--- config.mk ---
export PLATFORM = sky130hd
export DESIGN_NAME = bcd_seg_scan_flat
export DESIGN_NICKNAME = d
export VERILOG_FILES = /design/src/rtl/seg_pkg.sv /design/src/rtl/bcd_seg_scan_if.sv /design/src/rtl/bcd_to_seg.sv /design/src/rtl/bcd_seg_scan.sv /design/src/flat_wrapper.sv
export SDC_FILE = /design/constraint.sdc
export NUM_CORES = 1
export LEC_CHECK = 0
export BUFFER_PORTS_ARGS = -buffer_cell sky130_fd_sc_hd__buf_2
export CORE_MARGIN = 2
export CORE_UTILIZATION = 52
export CTS_CLUSTER_SIZE = 8
export DETAILED_ROUTE_END_ITERATION = 8
export GPL_ROUTABILITY_DRIVEN = 1
export PLACE_DENSITY = 0.77
export SLEW_MARGIN = 20
export SYNTH_ARGS = -nofsm -noshare
export SYNTH_HDL_FRONTEND = slang
export SYNTH_SLANG_ARGS = --single-unit
--- constraint.sdc ---
create_clock -name clk -period 2.5 [get_ports clk]
set_input_delay 0.5 -clock clk [delete_from_list [all_inputs] [get_ports clk]]
set_output_delay 0.5 -clock clk [all_outputs]
set_load 0.02 [all_outputs]
--- src/rtl/seg_pkg.sv ---
// Shared glyph constants and slot state type for the bcd_seg_scan display driver.
// Glyphs are active-high {g,f,e,d,c,b,a}; output polarity is applied at the top.
package seg_pkg;

    typedef enum logic [1:0] {
        S_D0 = 2'd0,
        S_D1 = 2'd1,
        S_D2 = 2'd2,
        S_D3 = 2'd3
    } slot_t;

    localparam logic [6:0] GLYPH_0     = 7'h3F;
    localparam logic [6:0] GLYPH_1     = 7'h06;
    localparam logic [6:0] GLYPH_2     = 7'h5B;
    localparam logic [6:0] GLYPH_3     = 7'h4F;
    localparam logic [6:0] GLYPH_4     = 7'h66;
    localparam logic [6:0] GLYPH_5     = 7'h6D;
    localparam logic [6:0] GLYPH_6     = 7'h7D;
    localparam logic [6:0] GLYPH_7     = 7'h07;
    localparam logic [6:0] GLYPH_8     = 7'h7F;
    localparam logic [6:0] GLYPH_9     = 7'h6F;
    localparam logic [6:0] GLYPH_DASH  = 7'h40;
    localparam logic [6:0] GLYPH_BLANK = 7'h00;

    // All segments dark, expressed in the active-high glyph domain.
    localparam logic [6:0] SEG_ALL_OFF = 7'h00;

endpackage

--- src/rtl/bcd_seg_scan_if.sv ---
// Bus between the BCD counter side and the multiplexed 7-segment display driver.
// master = counter/board side, slave = bcd_seg_scan.
interface bcd_seg_scan_if;
    logic [3:0] qout1;
    logic [3:0] qout2;
    logic [3:0] qout3;
    logic       cout;
    logic       clr_ovf;
    logic [3:0] an;
    logic [6:0] seg;
    logic       dp;
    logic       ovf;

    modport master (
        output qout1, qout2, qout3, cout, clr_ovf,
        input  an, seg, dp, ovf
    );

    modport slave (
        input  qout1, qout2, qout3, cout, clr_ovf,
        output an, seg, dp, ovf
    );
endinterface

--- src/rtl/bcd_to_seg.sv ---
// Combinational BCD to active-high 7-segment glyph; codes 10-15 render as a dash.
module bcd_to_seg
    import seg_pkg::*;
(
    input  logic [3:0] bcd,
    output logic [6:0] glyph
);

    always_comb begin
        glyph = GLYPH_DASH;
        case (bcd)
            4'd0: glyph = GLYPH_0;
            4'd1: glyph = GLYPH_1;
            4'd2: glyph = GLYPH_2;
            4'd3: glyph = GLYPH_3;
            4'd4: glyph = GLYPH_4;
            4'd5: glyph = GLYPH_5;
            4'd6: glyph = GLYPH_6;
            4'd7: glyph = GLYPH_7;
            4'd8: glyph = GLYPH_8;
            4'd9: glyph = GLYPH_9;
            default: glyph = GLYPH_DASH;
        endcase
    end

endmodule

--- src/rtl/bcd_seg_scan.sv ---
// 4-position multiplexed 7-segment driver for a 3-digit BCD counter with sticky overflow.
// Optional build macro: LEAD_ZERO_BLANK_EN (blank leading zeros on positions 2 and 1).
module bcd_seg_scan
    import seg_pkg::*;
#(
    parameter int unsigned SCAN_DIV       = 4,
    parameter bit          SEG_ACTIVE_LOW = 1'b1
) (
    input  logic            clk,
    input  logic            reset,
    bcd_seg_scan_if.slave   bus
);

    localparam int unsigned DIV_W      = (SCAN_DIV > 2) ? $clog2(SCAN_DIV) : 1;
    localparam logic [DIV_W-1:0] DIV_LAST = DIV_W'(SCAN_DIV - 1);
    localparam logic [6:0]  SEG_OFF_PIN = SEG_ACTIVE_LOW ? ~SEG_ALL_OFF : SEG_ALL_OFF;
    localparam logic        DP_OFF_PIN  = SEG_ACTIVE_LOW;

    function automatic logic [6:0] to_pin(input logic [6:0] g);
        return SEG_ACTIVE_LOW ? ~g : g;
    endfunction

    logic [DIV_W-1:0] div;
    slot_t            slot;
    logic             ovf_q;
    logic [3:0]       sh_d0;
    logic [3:0]       sh_d1;
    logic [3:0]       sh_d2;
    logic             sh_ovf;
    logic [3:0]       an_q;
    logic [6:0]       seg_q;
    logic             dp_q;

    logic             div_last;
    logic [3:0]       digit;
    logic [6:0]       dec_glyph;
    logic [6:0]       lit_glyph;
    logic [3:0]       lit_an;
    logic             blank1;
    logic             blank2;

    assign div_last = (div == DIV_LAST);

    bcd_to_seg u_dec (
        .bcd   (digit),
        .glyph (dec_glyph)
    );

    always_comb begin
        digit = sh_d0;
        case (slot)
            S_D1:    digit = sh_d1;
            S_D2:    digit = sh_d2;
            default: digit = sh_d0;
        endcase
    end

    // Leading-zero suppression never hides a digit once overflow is being shown.
`ifdef LEAD_ZERO_BLANK_EN
    always_comb begin
        blank2 = (sh_d2 == 4'd0) && !sh_ovf;
        blank1 = blank2 && (sh_d1 == 4'd0);
    end
`else
    always_comb begin
        blank2 = 1'b0;
        blank1 = 1'b0;
    end
`endif

    // Position 3 keeps its anode dark when there is nothing to show.
    always_comb begin
        lit_glyph = dec_glyph;
        lit_an    = 4'b1110;
        case (slot)
            S_D0: begin
                lit_glyph = dec_glyph;
                lit_an    = 4'b1110;
            end
            S_D1: begin
                lit_glyph = blank1 ? GLYPH_BLANK : dec_glyph;
                lit_an    = 4'b1101;
            end
            S_D2: begin
                lit_glyph = blank2 ? GLYPH_BLANK : dec_glyph;
                lit_an    = 4'b1011;
            end
            default: begin
                lit_glyph = sh_ovf ? GLYPH_1 : GLYPH_BLANK;
                lit_an    = sh_ovf ? 4'b0111 : 4'b1111;
            end
        endcase
    end

    always_ff @(posedge clk) begin
        if (reset) begin
            div    <= '0;
            slot   <= S_D0;
            ovf_q  <= 1'b0;
            sh_d0  <= 4'd0;
            sh_d1  <= 4'd0;
            sh_d2  <= 4'd0;
            sh_ovf <= 1'b0;
            an_q   <= 4'b1111;
            seg_q  <= SEG_OFF_PIN;
            dp_q   <= DP_OFF_PIN;
        end else begin
            div <= div_last ? '0 : div + DIV_W'(1);

            if (div_last) begin
                case (slot)
                    S_D0:    slot <= S_D1;
                    S_D1:    slot <= S_D2;
                    S_D2:    slot <= S_D3;
                    default: slot <= S_D0;
                endcase
            end

            // Frame-boundary snapshot keeps one frame's digits coherent.
            if (div_last && slot == S_D3) begin
                sh_d0  <= bus.qout1;
                sh_d1  <= bus.qout2;
                sh_d2  <= bus.qout3;
                sh_ovf <= ovf_q;
            end

            if (bus.cout) begin
                ovf_q <= 1'b1;
            end else if (bus.clr_ovf) begin
                ovf_q <= 1'b0;
            end

            // Outputs track the upcoming div value; div==0 is the dead slot.
            if (div_last) begin
                an_q  <= 4'b1111;
                seg_q <= SEG_OFF_PIN;
            end else begin
                an_q  <= lit_an;
                seg_q <= to_pin(lit_glyph);
            end
            dp_q <= DP_OFF_PIN;
        end
    end

    assign bus.an  = an_q;
    assign bus.seg = seg_q;
    assign bus.dp  = dp_q;
    assign bus.ovf = ovf_q;

endmodule

--- src/flat_wrapper.sv ---
// flat-port wrapper written by rule: the top's interface ports become plain ports
module bcd_seg_scan_flat import seg_pkg::*;
#(
    parameter int unsigned SCAN_DIV       = 4,
    parameter bit          SEG_ACTIVE_LOW = 1'b1
)
  (clk, reset, bus_qout1, bus_qout2, bus_qout3, bus_cout, bus_clr_ovf, bus_an, bus_seg, bus_dp, bus_ovf);
  bcd_seg_scan_if bus_i ();
  input  logic clk;
  input  logic reset;
  input wire logic [$bits(bus_i.qout1)-1:0] bus_qout1;
  input wire logic [$bits(bus_i.qout2)-1:0] bus_qout2;
  input wire logic [$bits(bus_i.qout3)-1:0] bus_qout3;
  input wire logic [$bits(bus_i.cout)-1:0] bus_cout;
  input wire logic [$bits(bus_i.clr_ovf)-1:0] bus_clr_ovf;
  output wire logic [$bits(bus_i.an)-1:0] bus_an;
  output wire logic [$bits(bus_i.seg)-1:0] bus_seg;
  output wire logic [$bits(bus_i.dp)-1:0] bus_dp;
  output wire logic [$bits(bus_i.ovf)-1:0] bus_ovf;
  assign bus_i.qout1 = bus_qout1;
  assign bus_i.qout2 = bus_qout2;
  assign bus_i.qout3 = bus_qout3;
  assign bus_i.cout = bus_cout;
  assign bus_i.clr_ovf = bus_clr_ovf;
  assign bus_an = bus_i.an;
  assign bus_seg = bus_i.seg;
  assign bus_dp = bus_i.dp;
  assign bus_ovf = bus_i.ovf;
  bcd_seg_scan #(.SCAN_DIV(SCAN_DIV), .SEG_ACTIVE_LOW(SEG_ACTIVE_LOW)) u_core (.clk(clk), .reset(reset), .bus(bus_i));
endmodule
==> results.md <==
- Switching power share of the total: 0.270
- Gpl congestion: 0.773
- Setup Skew: 1.87 ps
- CTS sink cnt: 29
- DR iter-0 viols: 11
- Required time worst endpoint: 2720 ps
- Count of pins over their slew limit: 0
- CTS tree: built
- Reg2reg start: u_core.slot[1]
- Internal power: 650 µW
- Mean post-synth cell area: 9.04 µm²
- Hold Violations, Final: 0
- IO Count: 29
- Row count: 18
- VDD IR max: 442 µV
- Dominant cell type by area after synthesis: dfxtp_1
- Met3 wire len: 150 µm
- Synth Register Bits: 29
- Maximum fanout along the worst path: 5
- FF-to-FF End: u_core.bus.seg[0]
- CP endpoint kind: register
- Synth top area share: 0.443
- PD cells: 596 nW/µm²
- Distinct cell type count after synthesis: 32
- Synthesized Nets: 173
- EDFF count, synth: 0
- Inserted Diodes: 0
- Reg2reg path depth: 8
- Global-route wire length before repair: 4030 µm
- Root Buffer: clkbuf_4
- Die ar.: 2940 µm²
- Worst setup path endpoint: u_core.bus.seg[0]
- Initial antenna violation count: 0
- Startpoint Class: register
- Port Buffer Count: 27
- Largest net degree at the start of global routing: 21
- Proportion of power drawn by combinational gates: 0.152
- Placed cell area: 1450 µm²
- # resized after CTS: 0
- Final setup viols: 0
- Routed WL per cell: 12.0 µm
- CTS Hold Bufs: 0
- Synthesized area: 1310 µm²
- Worst Path Arrival: 2500 ps
- Nets: 201
- Vias per cell: 5.13
- Max layer used: met4
- CORE AREA: 2430 µm²
- Synth Instances: 145
- Synth async-reset ratio: 0
- Setup TNS: 0 ps
- RSZ-0062 raised after global routing: no
- Ys Warns: 0
- Final wirelength: 2440 µm
- GRT Util Overall: 0.198
- Area growth syn-to-layout: 13.9%
- NetSw: 240 µW
- CTS clk-pin slew, worst paths: 80 ps
- Overflow after GRT: 0
- Setup Buffers After CTS: 0
- Final worst path period share: 0.912
- R2r setup slk: 220 ps
- Kind of critical path: reg -> reg
- Detail Route Antenna Nets: 0
- CTS Buffer Depth: 2
- Number of global-route vias before repair: 987
- DRT Pass-1 Iters: 4
- Clock share of power: 0.297
- Max Cap Viol: 0
- Worst-Skew Late Latency: 330 ps
- CP startpoint: u_core.slot[1]
- Worst hold path class: in -> reg
- Status: finished, final reports clean
- Vias post-DR: 1,046
- Post-route DRC: 0
- Leak: 0.000613 µW
- Fmax: 439 MHz
- CTS H-tree depth: 2
- Top cells by area, synth: dfxtp_1 44%, ha_1 11%, nand2_1 9.2%
- Register area share after synthesis: 0.443
- Min Tclk post-route: 2280 ps
- Share of cells above drive strength 1: 0.241
- Seq pwr share: 0.552
- Initial Util: 0.539
- Hpwl dp: 1880 µm
- Routed met1 length: 1090 µm
- Die H: 54.2 µm
- CTS Buf Count: 5
- Main synth FF type: dfxtp_1
- WL met2: 1150 µm
- Die X: 54.2 µm
- Fin area: 1490 µm²
## registers in the layout, summed over array words and instances, names as in the netlist
register and flops:
u_core.bus.seg 7, u_core.bus.an 4, u_core.sh_d0 4, u_core.sh_d1 4, u_core.sh_d2 4, u_core.div 2, u_core.slot 2, u_core.bus.ovf 1
u_core.sh_ovf 1
## cells in the final DEF (no fill, tap or decap), types with 3 or more instances in the layout
cell type  Yosys  routed
nor2_1        11      11
inv_1          5       5
nand2_1       32      32
a21oi_2        3       3
a21oi_1       14      14
clkbuf_4       0       5
ha_1          12      12
o32a_1         3       3
dfxtp_1       29      29
clkbuf_1       3       3
mux2i_1        5       5
buf_2          1      27
## cells in the mapped netlist (all sizes together) (2+ instances only)
library cell and instances:
and2 2, inv 6, clkbuf 3, dfxtp 29, o32a 3, o311ai 2
nand2 33, ha 12, o21ai 2, a21oi 17, nor3 2, a22oi 3
a21o 2, mux2i 5, nor2 11, buf 4
## cell type report
cell class	instances	area, µm²
clock buffers	8	48.8
inverters	6	22.5
multi-input cells	103	662
repair buffers	28	143
well taps	30	37.5
flip-flops and latches	29	581
fillers	236	938
## through the flow
step                      hold WS (ps)  setup slack [ps]  instances  utilization  power, µW
final                              369               220        204        0.614        891
after global routing               379              48.9        204        0.614        935
after CTS                          370               219        204        0.614        897
after detailed placement           414               237        196        0.594        638
after global placement             412               388        196        0.594        634
after floorplan                    381               461        145            -        600
## worst max-delay path, stage by stage (launching register included)
cell and delay, ps:
dfxtp_1 400, inv_1 110, ha_1 260, a22o_1 250
mux2i_1 360, inv_1 140, ha_1 210, mux2_2 270
o32a_1 150
## routing by layer
layer	vias up	global-route usage
met5	-	0
met4	0	0.113
met3	7	0.0574
met2	28	0.333
met1	470	0.222
li1	541	-
## cells by family after synthesis
group                    after synthesis  synth area share
adder cells (fa/ha/maj)               12             0.115
flip-flops                            29             0.443
buffers and inverters                 13            0.0525
AND/OR/NAND/NOR                       51             0.164
AO/OA/AOI/OAI                         33             0.177
multiplexers                           6            0.0468
other                                  1           0.00286
## how the worst min path moves through the flow
stage,endpoint,startpoint,cells past startpoint
final,u_core.bus.ovf,bus_cout,3
after global routing,u_core.bus.ovf,bus_cout,3
after CTS,u_core.bus.ovf,bus_cout,3
after detailed placement,u_core.bus.an[3],u_core.sh_ovf,1
after global placement,u_core.bus.an[3],u_core.sh_ovf,1
after floorplan,u_core.bus.an[3],u_core.sh_ovf,1
## power by group through the flow
stage / combinational, µW / sequential, µW / clock, µW
after floorplan: 74.3 / 525 / 0
after global placement: 132 / 502 / 0
after detailed placement: 135 / 503 / 0
after CTS: 135 / 492 / 270
after global routing: 151 / 495 / 289
final: 135 / 491 / 264
Note: power is estimated with default switching activity, not from simulation.
